==> config.mk <==
export PLATFORM = sky130hd
export DESIGN_NAME = game_state_ctrl_flat
export DESIGN_NICKNAME = d
export VERILOG_FILES = /design/src/rtl/flappy_pkg.sv /design/src/rtl/game_state_ctrl_if.sv /design/src/rtl/tube_hit_check.sv /design/src/rtl/game_state_ctrl.sv /design/src/flat_wrapper.sv
export SDC_FILE = /design/constraint.sdc
export NUM_CORES = 1
export LEC_CHECK = 0
export CELL_PAD_IN_SITES_DETAIL_PLACEMENT = 2
export CELL_PAD_IN_SITES_GLOBAL_PLACEMENT = 2
export CORE_UTILIZATION = 31
export DETAILED_ROUTE_END_ITERATION = 7
export PLACE_DENSITY = 0.92
export SETUP_SLACK_MARGIN = 0.2
export SLEW_MARGIN = 10
export SYNTH_ARGS = -nofsm -noshare
export SYNTH_HDL_FRONTEND = slang
export SYNTH_SLANG_ARGS = --single-unit
==> constraint.sdc <==
create_clock -name clk10 -period 5.7 [get_ports clk10]
set_clock_uncertainty 0.2 [all_clocks]
set_input_delay 1.71 -clock clk10 [delete_from_list [all_inputs] [get_ports clk10]]
set_output_delay 1.71 -clock clk10 [all_outputs]
set_load 0.01 [all_outputs]
==> src/rtl/flappy_pkg.sv <==
// Shared constants, state encoding and helpers for the flappy game control slice.
package flappy_pkg;

    localparam int unsigned BIRD_X    = 200;
    localparam int unsigned BIRD_SZ   = 16;
    localparam int unsigned TUBE_W    = 60;
    localparam int unsigned GAP_H     = 60;
    localparam int unsigned GROUND_Y  = 460;
    localparam int unsigned HIT_TICKS = 20;
    localparam int unsigned OVER_LOCK = 10;
    localparam int unsigned NUM_TUBES = 3;
    localparam int unsigned CNT_W     = 5;

    typedef enum logic [1:0] {
        ST_READY = 2'd0,
        ST_PLAY  = 2'd1,
        ST_HIT   = 2'd2,
        ST_OVER  = 2'd3
    } state_e;

    // Lower bound of a window, clamped at 0 instead of wrapping.
    function automatic logic [10:0] clamp_sub(input logic [10:0] a, input logic [10:0] b);
        return (a < b) ? 11'd0 : a - b;
    endfunction

endpackage

==> src/rtl/game_state_ctrl_if.sv <==
// Game-control bus: bird/tube geometry and score in, game state out.
interface game_state_ctrl_if;
    logic       flap;
    logic [9:0] bird_y;
    logic [9:0] tube1_x_pos, tube2_x_pos, tube3_x_pos;
    logic [9:0] tube1_y_pos, tube2_y_pos, tube3_y_pos;
    logic [7:0] score;
    logic       game_end;
    logic [1:0] state;
    logic       hit_flash;
    logic [7:0] best_score;
    logic       restart;

    modport master (
        output flap, bird_y, tube1_x_pos, tube2_x_pos, tube3_x_pos,
               tube1_y_pos, tube2_y_pos, tube3_y_pos, score,
        input  game_end, state, hit_flash, best_score, restart
    );
    modport slave (
        input  flap, bird_y, tube1_x_pos, tube2_x_pos, tube3_x_pos,
               tube1_y_pos, tube2_y_pos, tube3_y_pos, score,
        output game_end, state, hit_flash, best_score, restart
    );
endinterface

==> src/rtl/tube_hit_check.sv <==
// Combinational bird-vs-tube test: hit when the bird overlaps the tube columns
// but is not wholly inside the gap.
module tube_hit_check
    import flappy_pkg::*;
(
    input  logic [9:0] bird_x_i,
    input  logic [9:0] bird_y_i,
    input  logic [9:0] tube_x_i,
    input  logic [9:0] tube_y_i,
    output logic       hit_o
);
    localparam logic [10:0] SZ  = 11'(BIRD_SZ);
    localparam logic [10:0] TW  = 11'(TUBE_W);
    localparam logic [10:0] GH  = 11'(GAP_H);

    logic [10:0] bx, by, tx, ty, lo_x, lo_y;
    logic        col_ovl, in_gap;

    always_comb begin
        bx      = {1'b0, bird_x_i};
        by      = {1'b0, bird_y_i};
        tx      = {1'b0, tube_x_i};
        ty      = {1'b0, tube_y_i};
        lo_x    = clamp_sub(tx, TW);
        lo_y    = clamp_sub(ty, GH);
        col_ovl = (bx < tx) && (lo_x < bx + SZ);
        in_gap  = (by >= lo_y) && (by + SZ <= ty + GH);
        hit_o   = col_ovl && !in_gap;
    end
endmodule

==> src/rtl/game_state_ctrl.sv <==
// Game state FSM: READY/PLAY/HIT/OVER with registered collision and best score.
// Build option: define COLLISION_CEILING_EN to treat bird_y == 0 as a collision.
module game_state_ctrl
    import flappy_pkg::*;
(
    input  logic              clk10,
    input  logic              clr,
    game_state_ctrl_if.slave  bus
);
    localparam logic [CNT_W-1:0] HIT_LAST = CNT_W'(HIT_TICKS - 1);
    localparam logic [CNT_W-1:0] LOCK     = CNT_W'(OVER_LOCK);

    logic [NUM_TUBES-1:0][9:0] tx, ty;
    logic [NUM_TUBES-1:0]      tube_hit;
    logic                      ground, ceil, coll_d, coll_q;
    state_e                    state_d, state_q;
    logic [CNT_W-1:0]          cnt_d, cnt_q, hit_elapsed;
    logic [7:0]                best_d, best_q;
    logic                      game_end_q, restart_q;

    assign tx = {bus.tube3_x_pos, bus.tube2_x_pos, bus.tube1_x_pos};
    assign ty = {bus.tube3_y_pos, bus.tube2_y_pos, bus.tube1_y_pos};

    for (genvar t = 0; t < NUM_TUBES; t++) begin : g_tube
        tube_hit_check u_chk (
            .bird_x_i (10'(BIRD_X)),
            .bird_y_i (bus.bird_y),
            .tube_x_i (tx[t]),
            .tube_y_i (ty[t]),
            .hit_o    (tube_hit[t])
        );
    end

    assign ground = ({1'b0, bus.bird_y} + 11'(BIRD_SZ)) > 11'(GROUND_Y);
`ifdef COLLISION_CEILING_EN
    assign ceil = (bus.bird_y == 10'd0);
`else
    assign ceil = 1'b0;
`endif
    assign coll_d = (|tube_hit) | ground | ceil;

    // cnt_q counts down through HIT, then counts up (saturating) through OVER.
    always_comb begin
        state_d = state_q;
        cnt_d   = cnt_q;
        best_d  = best_q;
        unique case (state_q)
            ST_READY: if (bus.flap) state_d = ST_PLAY;
            ST_PLAY: begin
                if (coll_q) begin
                    state_d = ST_HIT;
                    cnt_d   = HIT_LAST;
                end
            end
            ST_HIT: begin
                if (cnt_q == '0) begin
                    state_d = ST_OVER;
                    cnt_d   = '0;
                    if (bus.score > best_q) best_d = bus.score;
                end else begin
                    cnt_d = cnt_q - 1'b1;
                end
            end
            ST_OVER: begin
                if (bus.flap && cnt_q >= LOCK) begin
                    state_d = ST_READY;
                    cnt_d   = '0;
                end else if (cnt_q < LOCK) begin
                    cnt_d = cnt_q + 1'b1;
                end
            end
            default: state_d = ST_READY;
        endcase
    end

    always_ff @(posedge clk10) begin
        if (clr) begin
            state_q    <= ST_READY;
            cnt_q      <= '0;
            best_q     <= '0;
            coll_q     <= 1'b0;
            game_end_q <= 1'b1;
            restart_q  <= 1'b0;
        end else begin
            state_q    <= state_d;
            cnt_q      <= cnt_d;
            best_q     <= best_d;
            coll_q     <= coll_d;
            game_end_q <= (state_d != ST_PLAY);
            restart_q  <= (state_q == ST_OVER) && (state_d == ST_READY);
        end
    end

    assign hit_elapsed    = HIT_LAST - cnt_q;
    assign bus.hit_flash  = (state_q == ST_HIT) && hit_elapsed[1];
    assign bus.state      = state_q;
    assign bus.game_end   = game_end_q;
    assign bus.best_score = best_q;
    assign bus.restart    = restart_q;
endmodule

==> src/flat_wrapper.sv <==
// flat-port wrapper written by rule: the top's interface ports become plain ports
module game_state_ctrl_flat import flappy_pkg::*;
  (clk10, clr, bus_flap, bus_bird_y, bus_tube1_x_pos, bus_tube2_x_pos, bus_tube3_x_pos, bus_tube1_y_pos, bus_tube2_y_pos, bus_tube3_y_pos, bus_score, bus_game_end, bus_state, bus_hit_flash, bus_best_score, bus_restart);
  game_state_ctrl_if bus_i ();
  input  logic clk10;
  input  logic clr;
  input wire logic [$bits(bus_i.flap)-1:0] bus_flap;
  input wire logic [$bits(bus_i.bird_y)-1:0] bus_bird_y;
  input wire logic [$bits(bus_i.tube1_x_pos)-1:0] bus_tube1_x_pos;
  input wire logic [$bits(bus_i.tube2_x_pos)-1:0] bus_tube2_x_pos;
  input wire logic [$bits(bus_i.tube3_x_pos)-1:0] bus_tube3_x_pos;
  input wire logic [$bits(bus_i.tube1_y_pos)-1:0] bus_tube1_y_pos;
  input wire logic [$bits(bus_i.tube2_y_pos)-1:0] bus_tube2_y_pos;
  input wire logic [$bits(bus_i.tube3_y_pos)-1:0] bus_tube3_y_pos;
  input wire logic [$bits(bus_i.score)-1:0] bus_score;
  output wire logic [$bits(bus_i.game_end)-1:0] bus_game_end;
  output wire logic [$bits(bus_i.state)-1:0] bus_state;
  output wire logic [$bits(bus_i.hit_flash)-1:0] bus_hit_flash;
  output wire logic [$bits(bus_i.best_score)-1:0] bus_best_score;
  output wire logic [$bits(bus_i.restart)-1:0] bus_restart;
  assign bus_i.flap = bus_flap;
  assign bus_i.bird_y = bus_bird_y;
  assign bus_i.tube1_x_pos = bus_tube1_x_pos;
  assign bus_i.tube2_x_pos = bus_tube2_x_pos;
  assign bus_i.tube3_x_pos = bus_tube3_x_pos;
  assign bus_i.tube1_y_pos = bus_tube1_y_pos;
  assign bus_i.tube2_y_pos = bus_tube2_y_pos;
  assign bus_i.tube3_y_pos = bus_tube3_y_pos;
  assign bus_i.score = bus_score;
  assign bus_game_end = bus_i.game_end;
  assign bus_state = bus_i.state;
  assign bus_hit_flash = bus_i.hit_flash;
  assign bus_best_score = bus_i.best_score;
  assign bus_restart = bus_i.restart;
  game_state_ctrl u_core (.clk10(clk10), .clr(clr), .bus(bus_i));
endmodule
==> results of run 1 <==
[worst max-delay path by stage]
stage | to | slack, ns | depth (start not counted)
floorplan | u_core.coll_q | 1.49 | 11
finish | u_core.coll_q | 0.85 | 13
global route | u_core.coll_q | 0.66 | 13
detailed placement | u_core.coll_q | 0.60 | 13
CTS | u_core.coll_q | 0.86 | 13
global placement | u_core.coll_q | 0.76 | 13
[layer usage]
layer / vias up / global-route usage, % / share of wire, %
met5: - / 0 / 0
met4: 0 / 3.55 / 1.1
met3: 19 / 1.95 / 3.4
met2: 100 / 45.7 / 53
met1: 2117 / 26.3 / 42
li1: 2113 / - / -
[metrics by stage]
step	cell area [sq um]	power [uW]	util [%]
after floorplan	3970	374	-
after global placement	5070	513	41.4
after detailed placement	5070	548	41.4
after CTS	5160	716	42.1
after global routing	5160	764	42.1
final	5160	708	42.1
[cell type report]
cell class | instances | share of cell area, %
multi-input cells | 458 | 66.1
repair buffers | 99 | 18.9
flip-flops and latches | 18 | 6.98
well taps | 168 | 4.07
inverters | 31 | 2.25
clock buffers | 4 | 1.72
[state kept, by name, indices dropped and copies added, names as in the netlist]
signal / count
u_core.cnt_q: 5
u_core.bus.best_score: 8
u_core.bus.restart: 1
u_core.bus.state: 2
u_core.coll_q: 1
u_core.bus.game_end: 1
[kinds of logic (layout without fill, tap and decap cells)]
| family | count (synthesis) | after routing | share of synthesized area (%) |
|---|---|---|---|
| adders and majority gates | 87 | 87 | 27.4 |
| DFF | 18 | 18 | 9.08 |
| xor gates and xnor gates | 35 | 35 | 7.91 |
| and+or+nand+nor | 209 | 209 | 27.5 |
| muxes | 8 | 8 | 2.02 |
| AOI/OAI and AO/OA | 119 | 119 | 21.0 |
| buffers and inverters | 50 | 134 | 5.04 |
[synth_stat cells (4+ instances only)]
| master | number |
|---|---|
| ha_1 | 87 |
| o21a_1 | 4 |
| o21ai_0 | 15 |
| a21oi_1 | 28 |
| nand2_1 | 53 |
| and2_1 | 4 |
| mux2i_1 | 8 |
| and3_1 | 7 |
| nor2_1 | 32 |
| a2111oi_0 | 4 |
| nand4_1 | 16 |
| nor4_1 | 4 |
| o21ai_1 | 6 |
| nor3_1 | 17 |
| o31ai_1 | 5 |
| a31oi_1 | 4 |
| nand3_1 | 24 |
| a21o_1 | 5 |
| xor2_1 | 18 |
| o41ai_1 | 6 |
| nand2b_1 | 26 |
| inv_1 | 30 |
| a211oi_1 | 11 |
| buf_2 | 4 |
| clkbuf_1 | 14 |
| dfxtp_1 | 18 |
| xnor2_1 | 16 |
[critical path, stage by stage]
cell and delay [ns]:
clkdlybuf4s50_1 0.64, inv_1 0.11, ha_1 0.24, nand2_1 0.14, nand3_1 0.10, xor2_1 0.17
ha_1 0.31, nand4_1 0.13, nor3_1 0.25, nand2b_1 0.14, o31ai_1 0.07, o41ai_1 0.55
o311ai_2 0.17
[placed cells by master, fill, tap and decap left out, types with 5 or more instances in the layout]
cell             instances
mux2i_1                  8
nand2b_1                26
ha_1                    87
a21oi_1                 28
xnor2_1                 16
o21ai_1                  6
nand3_1                 24
nand2_1                 53
o41ai_1                  6
o31ai_1                  5
a211oi_1                11
o21ai_0                 15
buf_4                    6
dfxtp_1                 18
inv_1                   30
nor3_1                  17
xor2_1                  18
nor2_1                  32
a21o_1                   5
nand4_1                 16
and3_1                   7
clkdlybuf4s50_1         93
[report_power, final]
group | internal [uW] | switching, uW | total [uW]
Clock | 107 | 54.3 | 161
Sequential | 135 | 16.2 | 151
Combinational | 186 | 210 | 395
==> impl.org, run 1 <==
** Run status
- The run finished with clean final reports.

** Floorplan
- The total area inside the core boundary comes to 12300 sq um.
- Die area :: 13300 sq um
- From left edge to right edge, the die measures 115 um.
- Row count :: 40
- Once the floorplan was initialized, standard cells occupied 32.4% of the core.
- DIE HEIGHT :: 115 um
- Boundary pin count :: 94

** Min path
- Along the worst hold path, the cell count comes to 2.
- Hold Crit Endpoint :: u_core.bus.best_score[5]
- The worst hold path begins at u_core.bus.best_score[5].
- Worst min-delay path category :: reg -> reg

** Final layout
- Layout-stage area growth over the synthesis result :: 30.0%
- Summing all flip-flop and latch instances after layout gives 360 sq um.
- Final non-filler cell total :: 778
- The multi-input combinational cells in the finished layout cover a total of 3410 sq um.
- Number of inserted filler cells in the final layout :: 1453
- 0 antenna diodes ended up in the layout.
- Number of nets in the finished design :: 779
- The post-route netlist has 3.61% of its cells at a drive strength greater than 1.

** Setup path
- In this run the critical register-to-register path is captured at u_core.cnt_q[3].
- STA classifies the critical path startpoint as a primary input.
- Source of the critical timing path :: bus_tube2_y_pos[2]
- The critical path is of the in -> reg type.
- Number of cells traversed by the worst register-to-register path :: 8
- The worst register-to-register path begins at u_core.cnt_q[0].
- At the worst endpoint, the arrival time is 4.76 ns.
- Crit path required time :: 5.61 ns
- Largest fanout of any net on the critical path :: 8
- Crit end category :: register
- Setup slack on the worst reg-to-reg path comes out at 3.36 ns.

** Placed design
- Estimated wirelength of the detail-placed design :: 12700 um
- Final RePlAce weighted congestion :: 0.855
- Inst Count DP :: 774
- Count of input and output buffers :: 93
- Post-Place Worst Slack :: 0.598 ns

** Yosys
- For this run, the leading register cell type out of synthesis is dfxtp_1.
- Count of state elements after synthesis :: 18
- Counting every net in the synthesized netlist gives 694.
- Synthesis produced 526 cells.
- The biggest area contributor in the post-synthesis netlist is ha_1.
- The synthesized netlist contains 66 unique library cells.
- Proportion of synthesized flip-flops having asynchronous set or reset :: 0%
- The share of the Yosys chip area taken by registers is 9.08%.
- Main area contributors after synthesis :: ha_1 27%, dfxtp_1 9.1%, nand2_1 5.0%
- After synthesis, the largest area contributor takes up 27.4% of total cell area.
- Total of warnings raised by yosys :: 0
- After synthesis the cells add up to 3970 sq um.
- Counting flops with a built-in enable in the synthesized netlist gives 0.
- The average instance in the mapped netlist occupies 7.55 sq um.

** STA
- Setup slack closes at 0.849 ns.
- At the pin with the least slew margin, the transition time is 0.773 ns.
- Setup repair after global routing missed its margin :: false
- Measured against its own limit, the worst slew margin works out to 48.3%.
- Timing would allow up to 0.206 GHz.
- In the finished design, the share of the clock period the worst path needs comes to 85.1%.
- # setup viols final :: 0
- Setup Total Neg Slack :: 0 ns
- The max-slew violation total from the final report was 0.
- Period minus WS final :: 4.85 ns
- Final number of hold-violating endpoints :: 0
- The tightest hold path in the finished design has a slack of 0.299 ns.

** Routing
- In the routed design, unresolved DRC markers number 0.
- Summed over all layers, the routed wires come to 14900 um.
- Once detail routing completed, the nets flagged for antenna violations numbered 0.
- In the routed layout, each cell is associated on average with a via count of 5.59.
- Number of iterations in the first detailed-routing pass :: 4
- Vias post-DR :: 4349
- In the final routed layout, each cell accounts on average for 19.2 um.
- In this run, the number of DRC markers left after iteration 0 of detailed routing was 108.

** Flow run
- Number of max-cap violations :: 0

** GRT
- Across every metal layer, demand over resource in global routing totals 22.8%.
- Initial antenna violation count :: 0
- Sum of overflow across all layers after global routing :: 0
- Vias in the first global route :: 4809
- The first global-routing pass estimated 23900 um of wire.
- Entering global routing, the biggest net connects 22 pins.

** CTS
- Clock transition time at the flip-flop clock pins of the worst setup and hold paths :: 0.06 ns
- The clock net in this run drives a total of 18 sinks.
- Once the clock tree was built, the setup fixing pass inserted 0 buffers.
- CTS built an H-tree with a depth of 1.
- After clock tree synthesis, the repair step resized 0 gates.
- CTS Buffer Depth :: 2
- TritonCTS built the clock tree.
- Worst skew pair latency :: 0.25 ns
- TritonCTS created 3 clock buffers.
- Clock root buffer :: clkbuf_16
- Cts hold-fix bufs :: 0

** Power and ir drop
- Power per standard cell area :: 137 nW/um^2
- VDD sags by at most 61.9 uV.
- In this run the static leakage power is 0.00213 uW.
Power figures use the tool's default switching activity.
==> run 2: changes to the inputs <==
- ABC_AREA: unset -> 1
- CORE_UTILIZATION: 31 -> 29
- PLACE_DENSITY: 0.92 -> 0.93
==> impl.org, run 2 <==
** GRT
- Maximum number of pins on one net before global-route repair :: 18 (-18%)
- Vias in the first global route :: 5502 (+14%)
- The number of antenna violations at the first check in global routing was 0 (unchanged).
- Sum of overflow across all layers after global routing :: 0 (unchanged)
- The total track usage is 23.2% (+0.40 points).
- Global-route wire length before repair :: 26700 um (+11%)

** Final layout
- Final non-filler cell total :: 936 (+20%)
- Final instance area :: 5290 sq um (+2.4%)
- Most frequent standard cell in the layout excluding fill and tap cells :: nand2_1
- Number of inserted filler cells in the final layout :: 1682 (+16%)
- The fraction of layout cells with a size suffix above 1 is 4.08% (+0.47 points).
- The top cell types in the final layout, fill and taps aside, are 171 x nand2_1, 97 x inv_1, 93 x clkdlybuf4s50_1, 87 x ha_1, 63 x nor2_1.
- The number of flip-flops under the largest register name is 8 (unchanged).
- The count of antenna diodes in the layout came to 0 (unchanged).
- The layout net count was 929 (+19%).
- Post-layout util :: 39.3% (-2.8 points)
- The area growth from synthesis to layout is 29.6%.

** Yosys
- The Yosys warning count was 0 (unchanged).
- Leading cell types by count after synthesis :: 171 x nand2_1, 97 x inv_1, 87 x ha_1
- The count of cell types in the netlist was 38 (-42%).
- The area share of the largest cell type after synthesis is 26.7% (-0.73 points).
- The combined area of all synthesized cells was 4080 sq um (+2.7%).
- Main area contributors after synthesis :: ha_1 27%, nand2_1 16%, inv_1 8.9%
- Proportion of synthesized flip-flops having asynchronous set or reset :: 0% (unchanged)
- Proportion of synthesized chip area in sequential cells :: 8.83% (-0.24 points)
- Number of cells produced by synthesis :: 669 (+27%)
- The count of state elements after synthesis was 18 (unchanged).
- The per-instance average area after synthesis is 6.10 sq um (-19%).
- By instance count, the leading cell after synthesis is nand2_1.
- The number of enable-type register cells in the synthesized netlist came to 0 (unchanged).
- The net count after synthesis was 837 (+21%).
- Among all flip-flop cells after synthesis, the most frequent one is dfxtp_1.
- Of all cell types, the one taking the most synthesized area is ha_1.

** Setup path
- Slowest stage delay, CP :: 0.73 ns (+0.09 ns)
- RR Startpoint :: u_core.bus.best_score[7]
- Critical Path AT :: 4.69 ns (-0.07 ns)
- Walking the worst path, the cells encountered are clkdlybuf4s50_1 > ha_1 > nand3_1 > nor3_1 > ha_1 > nand2_1 > inv_2 > nand2_1 > nor2_1 > nand2_1 > nand3_1 > nand2_1 > nand3_1 > nand2_1 > nand3_1 > nor2_1 > nor2_1.
- R2r endpoint :: u_core.bus.best_score[1]
- The worst setup path is captured at a register.
- Crit path max-delay cell type :: clkdlybuf4s50_1
- The maximum fanout encountered on the critical timing path is 9 (+1).
- Most frequent cell on the critical path :: nand2_1
- The setup path with the least slack is of type in -> reg.
- The number of cells traversed by the worst register-to-register path was 10 (+2).
- The data required time of the critical path came to 5.61 ns (about the same).
- The worst setup slack for register-to-register paths came to 3.49 ns (+0.13 ns).
- STA classifies the critical path startpoint as a primary input.

** STA
- The remaining max-slew budget at the tightest pin is 50.2% (+1.9 points).
- Max Fclk :: 0.209 GHz (+1.5%)
- The final count of hold timing violations is 0 (unchanged).
- The number of setup violations in the final report was 0 (unchanged).
- The final sum of negative setup slack came to 0 ns (unchanged).
- The slew at the pin closest to its max-slew limit is 0.745 ns (-0.0281 ns).
- Setup repair after global routing missed its margin :: false
- The post-route minimum period came to 4.78 ns (-0.0698 ns).
- The share of the clock period used by the worst path after layout is 83.9% (-1.2 points).
- The max-slew violation total from the final report came to 0 (unchanged).

** Routing
- The count of routing violations after the opening detailed-route iteration came to 125 (+16%).
- Remaining DRCs :: 0 (unchanged)
- Avg WL per Cell :: 17.7 um (-7.7%)
- Number of iterations in the first detailed-routing pass :: 4 (unchanged)
- The final antenna-violating net count was 0 (unchanged).
- The sum of routed wire length over all layers came to 16500 um (+11%).
- Vias post-DR :: 4805 (+10%)
- The post-detailed-route via-to-cell ratio was 5.13 (-8.2%).

** Placed design
- The number of buffers added on ports was 93 (unchanged).
- The area of placed instances was 5200 sq um (+2.5%).
- Inst Count DP :: 932 (+20%)
- The post-detailed-placement half-perimeter wirelength is 14500 um (+14%).
- The weighted congestion at the end of routability-driven global placement came to 0.855 (about the same).

** Power and ir drop
- The largest vdd supply drop came to 89.0 uV (+44%).
- The leakage power total is 0.00264 uW (+24%).
- The total power consumption of the routed design was 713 uW (+0.66%).
- The cell area power density is 135 nW/um^2 (-1.7%).

** Floorplan
- Boundary pin count :: 94 (unchanged)
- Die outline width :: 121 um (+4.7%)
- The chip height came to 121 um (+4.7%).
- The initial core utilization is 30.3% (-2.1 points).
- The standard-cell row count is 42 (+5.0%).
- Core outline area :: 13500 sq um (+9.7%)
- Die area :: 14500 sq um (+9.7%)

** CTS
- The clock insertion delay at the later pin of the skew report was 0.25 ns (about the same).
- In this run the clock root is driven by a clkbuf_16.
- The post-CTS setup repair buffer count is 0 (unchanged).
- Clock transition time at the flip-flop clock pins of the worst setup and hold paths :: 0.06 ns (about the same)
- CTS Buffer Depth :: 2 (unchanged)
- # H-tree levels :: 1 (unchanged)
- The post-cts gate resize count is 0 (unchanged).
- Number of clock sinks seen by CTS :: 18 (unchanged)
- Cts hold-fix bufs :: 0 (unchanged)
- TritonCTS built the clock tree.
- Number of buffers created by CTS :: 3 (unchanged)

** Flow run
- The number of maximum-capacitance constraint violations is 0 (unchanged).

** Min path
- In this run the worst hold path is classified as reg -> reg.
- Hold-critical path depth :: 2 (unchanged)
- The path with the worst hold slack has its endpoint at u_core.bus.best_score[6].
- The worst hold path begins at u_core.bus.best_score[6].

** Run status
- The run finished with clean final reports.
## run 2: cell count changes after synthesis, moves of 10 or more
cell | previous run | this run
a211oi_1 | 11 | 1
a21oi_1 | 28 | 43
clkbuf_1 | 14 | 3
inv_1 | 30 | 97
inv_2 | 1 | 15
nand2_1 | 53 | 171
nand2b_1 | 26 | 0
nand3_1 | 24 | 58
nor2_1 | 32 | 63
## run 2: worst max path at each step
stage | from | to | slack [ns] | cells past startpoint
5_1_grt | bus_bird_y[4] | u_core.coll_q | 0.67 | 17
3_3_place_gp | bus_bird_y[4] | u_core.coll_q | 0.97 | 16
6_report | bus_bird_y[4] | u_core.coll_q | 0.92 | 17
2_1_floorplan | bus_tube3_y_pos[4] | u_core.coll_q | 1.95 | 19
4_1_cts | bus_bird_y[4] | u_core.coll_q | 0.89 | 17
3_5_place_dp | bus_bird_y[4] | u_core.coll_q | 0.64 | 17
## run 2: area by class of cell
cell class	instances	area, sq um	share of cell area, %
Clock buffer	4	88.8	1.68
Inverter	112	420	7.95
Multi-Input combinational cell	533	3270	61.8
Sequential cell	18	360	6.82
Tap cell	176	220	4.17
Timing Repair Buffer	93	931	17.6
## run 2: layer usage
metal / vias to the layer above / global-route usage (%) / wire length (um)
met5: - / 0 / 0
met1: 2318 / 24.8 / 6820
met2: 86 / 48.2 / 9050
met3: 27 / 1.79 / 375
li1: 2374 / - / -
met4: 0 / 5.17 / 297
## run 2: worst max-delay path: cells and delay by family
family,cells,cell delay [ns]
adders and majority gates,2,0.64
buffers and inverters,2,0.77
and+or+nand+nor,13,1.58
## run 2: stage by stage
step | hold slack, ns | worst slack, ns
after global placement | 0.263 | 0.966
after global routing | 0.313 | 0.674
after detailed placement | 0.273 | 0.640
after floorplan | 0.262 | 1.95
final | 0.280 | 0.918
after CTS | 0.283 | 0.889
## run 2: cells by family (layout without fill, tap and decap cells)
family | Yosys count | in the layout | share of synthesized area (%)
xor gates and xnor gates | 24 | 24 | 5.15
DFF | 18 | 18 | 8.83
and+or+nand+nor | 330 | 330 | 34.9
adders and majority gates | 87 | 87 | 26.7
buffers and inverters | 118 | 209 | 11.1
AOI/OAI and AO/OA | 92 | 92 | 13.3
## run 2: power breakdown
group / leakage (uW) / switching (uW) / internal [uW]
Combinational: 0.00245 / 237 / 174
Sequential: 0.000147 / 9.01 / 133
Clock: 0.0000442 / 53.0 / 107
Total: 0.00264 / 299 / 414
==> run 3: changes to the inputs <==
- CORE_UTILIZATION: 29 -> 24
- PLACE_DENSITY: 0.93 -> 0.83
- clock period: 5.7 -> 4 ns (I/O delays scaled with it)
==> impl.org, run 3 (synthesis gave the netlist of run 2 again) <==
** Placed design
- Area post-placement :: 5600 sq um (+7.7%)
- Post-Place Worst Slack :: -0.130 ns (-0.770 ns)
- The post-detailed-placement half-perimeter wirelength came to 13800 um (-4.5%).
- The number of buffers added on ports is 93 (unchanged).
- Final RePlAce weighted congestion :: 0.812 (-5.1%)

** Power and ir drop
- The fraction of power consumed by combinational cells is 59.0% (+1.4 points).
- The largest vdd supply drop is 157 uV (+77%).
- Part of the total power dissipated in sequential elements :: 19.2% (-0.7 points)
- The net switching power came to 431 uW (+44%).
- The clock network fraction of design power was 21.8% (-0.6 points).
- The cell area power density was 177 nW/um^2 (+31%).
- Leak Pwr :: 0.00305 uW (+15%)
- The total power consumption of the routed design came to 1050 uW (+47%).
- Sw Ratio :: 41.1% (-0.82 points)
- Internal power component :: 618 uW (+49%)

** Setup path
- Crit end category :: register
- Crit path required time :: 3.98 ns (-1.63 ns)
- The maximum fanout encountered on the critical timing path came to 6 (-3).
- Tracing the worst setup path back leads to its startpoint at bus_tube1_y_pos[7].
- For this design, the slowest cell found on the critical path is clkdlybuf4s50_1.
- RR Startpoint :: u_core.bus.best_score[7]
- Most frequent cell on the critical path :: nand2_1
- Minimum setup slack among reg-to-reg paths :: 1.72 ns (-1.77 ns)
- The signal on the critical path passes through clkdlybuf4s50_1 > inv_2 > nand2_1 > nor2_2 > nand2_2 > nor2_4 > inv_2 > buf_4 > nand2_1 > ha_1 > nand3_1 > nand2_1 > nand2_1 > nand2_1 > nand2_1 > nand3_1 > nand2_1 > nand2_1 > a21oi_2 > nor2_1 > nor2_1.
- The biggest cell delay along the critical path is 0.46 ns (-0.27 ns).
- Crit Path Class :: in -> reg
- In this run the critical register-to-register path is captured at u_core.bus.best_score[0].
- Worst Setup Start Kind :: primary input
- The number of cells traversed by the worst register-to-register path was 10 (unchanged).
- The data arrival time of the critical path was 3.58 ns (-1.11 ns).

** Min path
- The cell count of the worst hold path is 2 (unchanged).
- The worst hold path terminates at u_core.bus.best_score[6].
- Worst Hold Launch :: u_core.bus.best_score[6]
- The path class of the tightest hold or removal check is reg -> reg.

** CTS
- The total of hold buffers inserted after clock tree synthesis was 0 (unchanged).
- The clock buffer count from CTS was 3 (unchanged).
- The clock transition at the registers of the reported paths came to 0.06 ns (about the same).
- Number of clock sinks seen by CTS :: 18 (unchanged)
- The number of buffers on the longest clock path is 2 (unchanged).
- The clock insertion delay at the later pin of the skew report was 0.25 ns (about the same).
- # H-tree levels :: 1 (unchanged)
- TritonCTS built the clock tree.
- Clock root buffer :: clkbuf_16

** Run status
- Run status :: finished, final reports clean

** GRT
- Maximum number of pins on one net before global-route repair :: 18 (unchanged)
- The first-pass GRT wire length came to 26200 um (-1.6%).
- The total track usage is 18.4% (-4.8 points).
- Vias in the first global route :: 5329 (-3.1%)
- The overall overflow remaining after global route was 0 (unchanged).
- The number of antenna violations at the first check in global routing was 0 (unchanged).

** Floorplan
- DIE HEIGHT :: 132 um (+9.8%)
- The standard-cell row count was 47 (+12%).
- Die outline width :: 132 um (+9.8%)
- The initial core utilization is 24.6% (-5.7 points).
- Core outline area :: 16600 sq um (+23%)
- The floorplan die area was 17500 sq um (+20%).
- Boundary pin count :: 94 (unchanged)

** STA
- Worst path setup slack after routing :: 0.395 ns (-0.523 ns)
- Actual transition at the worst max-transition pin :: 0.784 ns (+0.0392 ns)
- The final count of hold timing violations is 0 (unchanged).
- Period minus WS final :: 3.61 ns
- Final critical-path share of the clock period :: 90.1%
- Setup repair after global routing left no endpoint under its margin.
- Max Fclk :: 0.277 GHz
- The max-slew violation total from the final report is 0 (unchanged).
- The remaining max-slew budget at the tightest pin came to 47.6% (-2.6 points).
- The number of setup violations in the final report was 0 (unchanged).
- Setup Total Neg Slack :: 0 ns (unchanged)

** Final layout
- Layout-stage area growth over the synthesis result :: 45.4%
- In the layout the commonest cells are 166 x nand2_1, 95 x inv_1, 83 x ha_1, 76 x clkdlybuf4s50_1, 55 x nand3_1.
- The layout net count is 981 (+5.6%).
- Fraction of final layout cells sized beyond drive strength 1 :: 14.5% (+10 points)
- Largest register FFs :: 8 (unchanged)
- The total of fill cells in the finished design was 2029 (+21%).
- Antenna Diode Count :: 0 (unchanged)
- Most frequent standard cell in the layout excluding fill and tap cells :: nand2_1
- The final design utilization is 35.8% (-3.5 points).
- Final instance area :: 5930 sq um (+12%)

** Routing
- The sum of routed wire length over all layers was 16500 um (-0.15%).
- The DRC violations left is 0 (unchanged).
- Number of iterations in the first detailed-routing pass :: 4 (unchanged)
- Number of violations reported at the end of detailed-routing iteration 0 :: 123 (-1.6%)
- The final routed wire length divided by cell count came to 16.0 um (-9.4%).
- Vias post-DR :: 4936 (+2.7%)
- Via-per-instance ratio :: 4.78 (-6.8%)
- Number of nets with antenna violations after routing :: 0 (unchanged)

** Flow run
- Number of max-cap violations :: 0 (unchanged)
[run 3: cell count changes in the layout (fill, tap and decap cells not counted), sizes merged]
| cell | delta |
|---|---|
| buf | +52 |
| dlymetal6s2s | +16 |
| clkbuf | +1 |
| clkdlybuf4s50 | -17 |
[run 3: area by class of cell]
class                      instances  area, sq um  share of cell area (%)
inverter                         112          420                    7.09
tap                              220          275                    4.64
timing repair buffer             145         1370                    23.1
multi-input combinational        533         3410                    57.6
clock buffer                       4         88.8                    1.50
sequential                        18          360                    6.08
[run 3: routing by layer]
| layer | vias to the layer above | track usage, % | part of all wire, % |
|---|---|---|---|
| li1 | 2483 | - | - |
| met1 | 2374 | 22.3 | 44 |
| met2 | 63 | 35.7 | 52 |
| met3 | 16 | 1.77 | 2.1 |
| met4 | 0 | 2.11 | 1.6 |
| met5 | - | 0 | 0 |
[run 3: how the worst max path moves through the flow]
stage / end / slack, ns / depth (start not counted)
after floorplan: u_core.coll_q / 0.76 / 19
after global placement: u_core.coll_q / -0.08 / 17
after detailed placement: u_core.coll_q / -0.13 / 18
after CTS: u_core.coll_q / 0.20 / 17
after global routing: u_core.coll_q / 0.17 / 20
final: u_core.coll_q / 0.39 / 21
[run 3: worst max-delay path: cells and delay by family]
kind,cells,cell delay [ns]
AOI/OAI and AO/OA,1,0.18
and+or+nand+nor,15,1.18
buffers and inverters,4,0.77
adders and majority gates,1,0.25
[run 3: timing repair]
action	4_1_cts	5_1_grt
setup endpoints to repair	1	1
cloned	0	0
buffers inserted	0	8
resized for setup	3	56
pin swaps	0	13
[run 3: stage by stage]
stage / hold WS [ns] / instances
final: 0.288 / 1032
after global routing: 0.316 / 1032
after CTS: 0.290 / 1024
after detailed placement: 0.282 / 1020
after global placement: 0.269 / 1020
after floorplan: 0.262 / 669
[run 3: power by group through the flow]
stage               Sequential [uW]  Clock [uW]  Combinational [uW]
finish                          202         228                 619
global route                    204         243                 700
CTS                             202         232                 601
detailed placement              206           0                 595
global placement                205           0                 565
floorplan                       205           0                 327
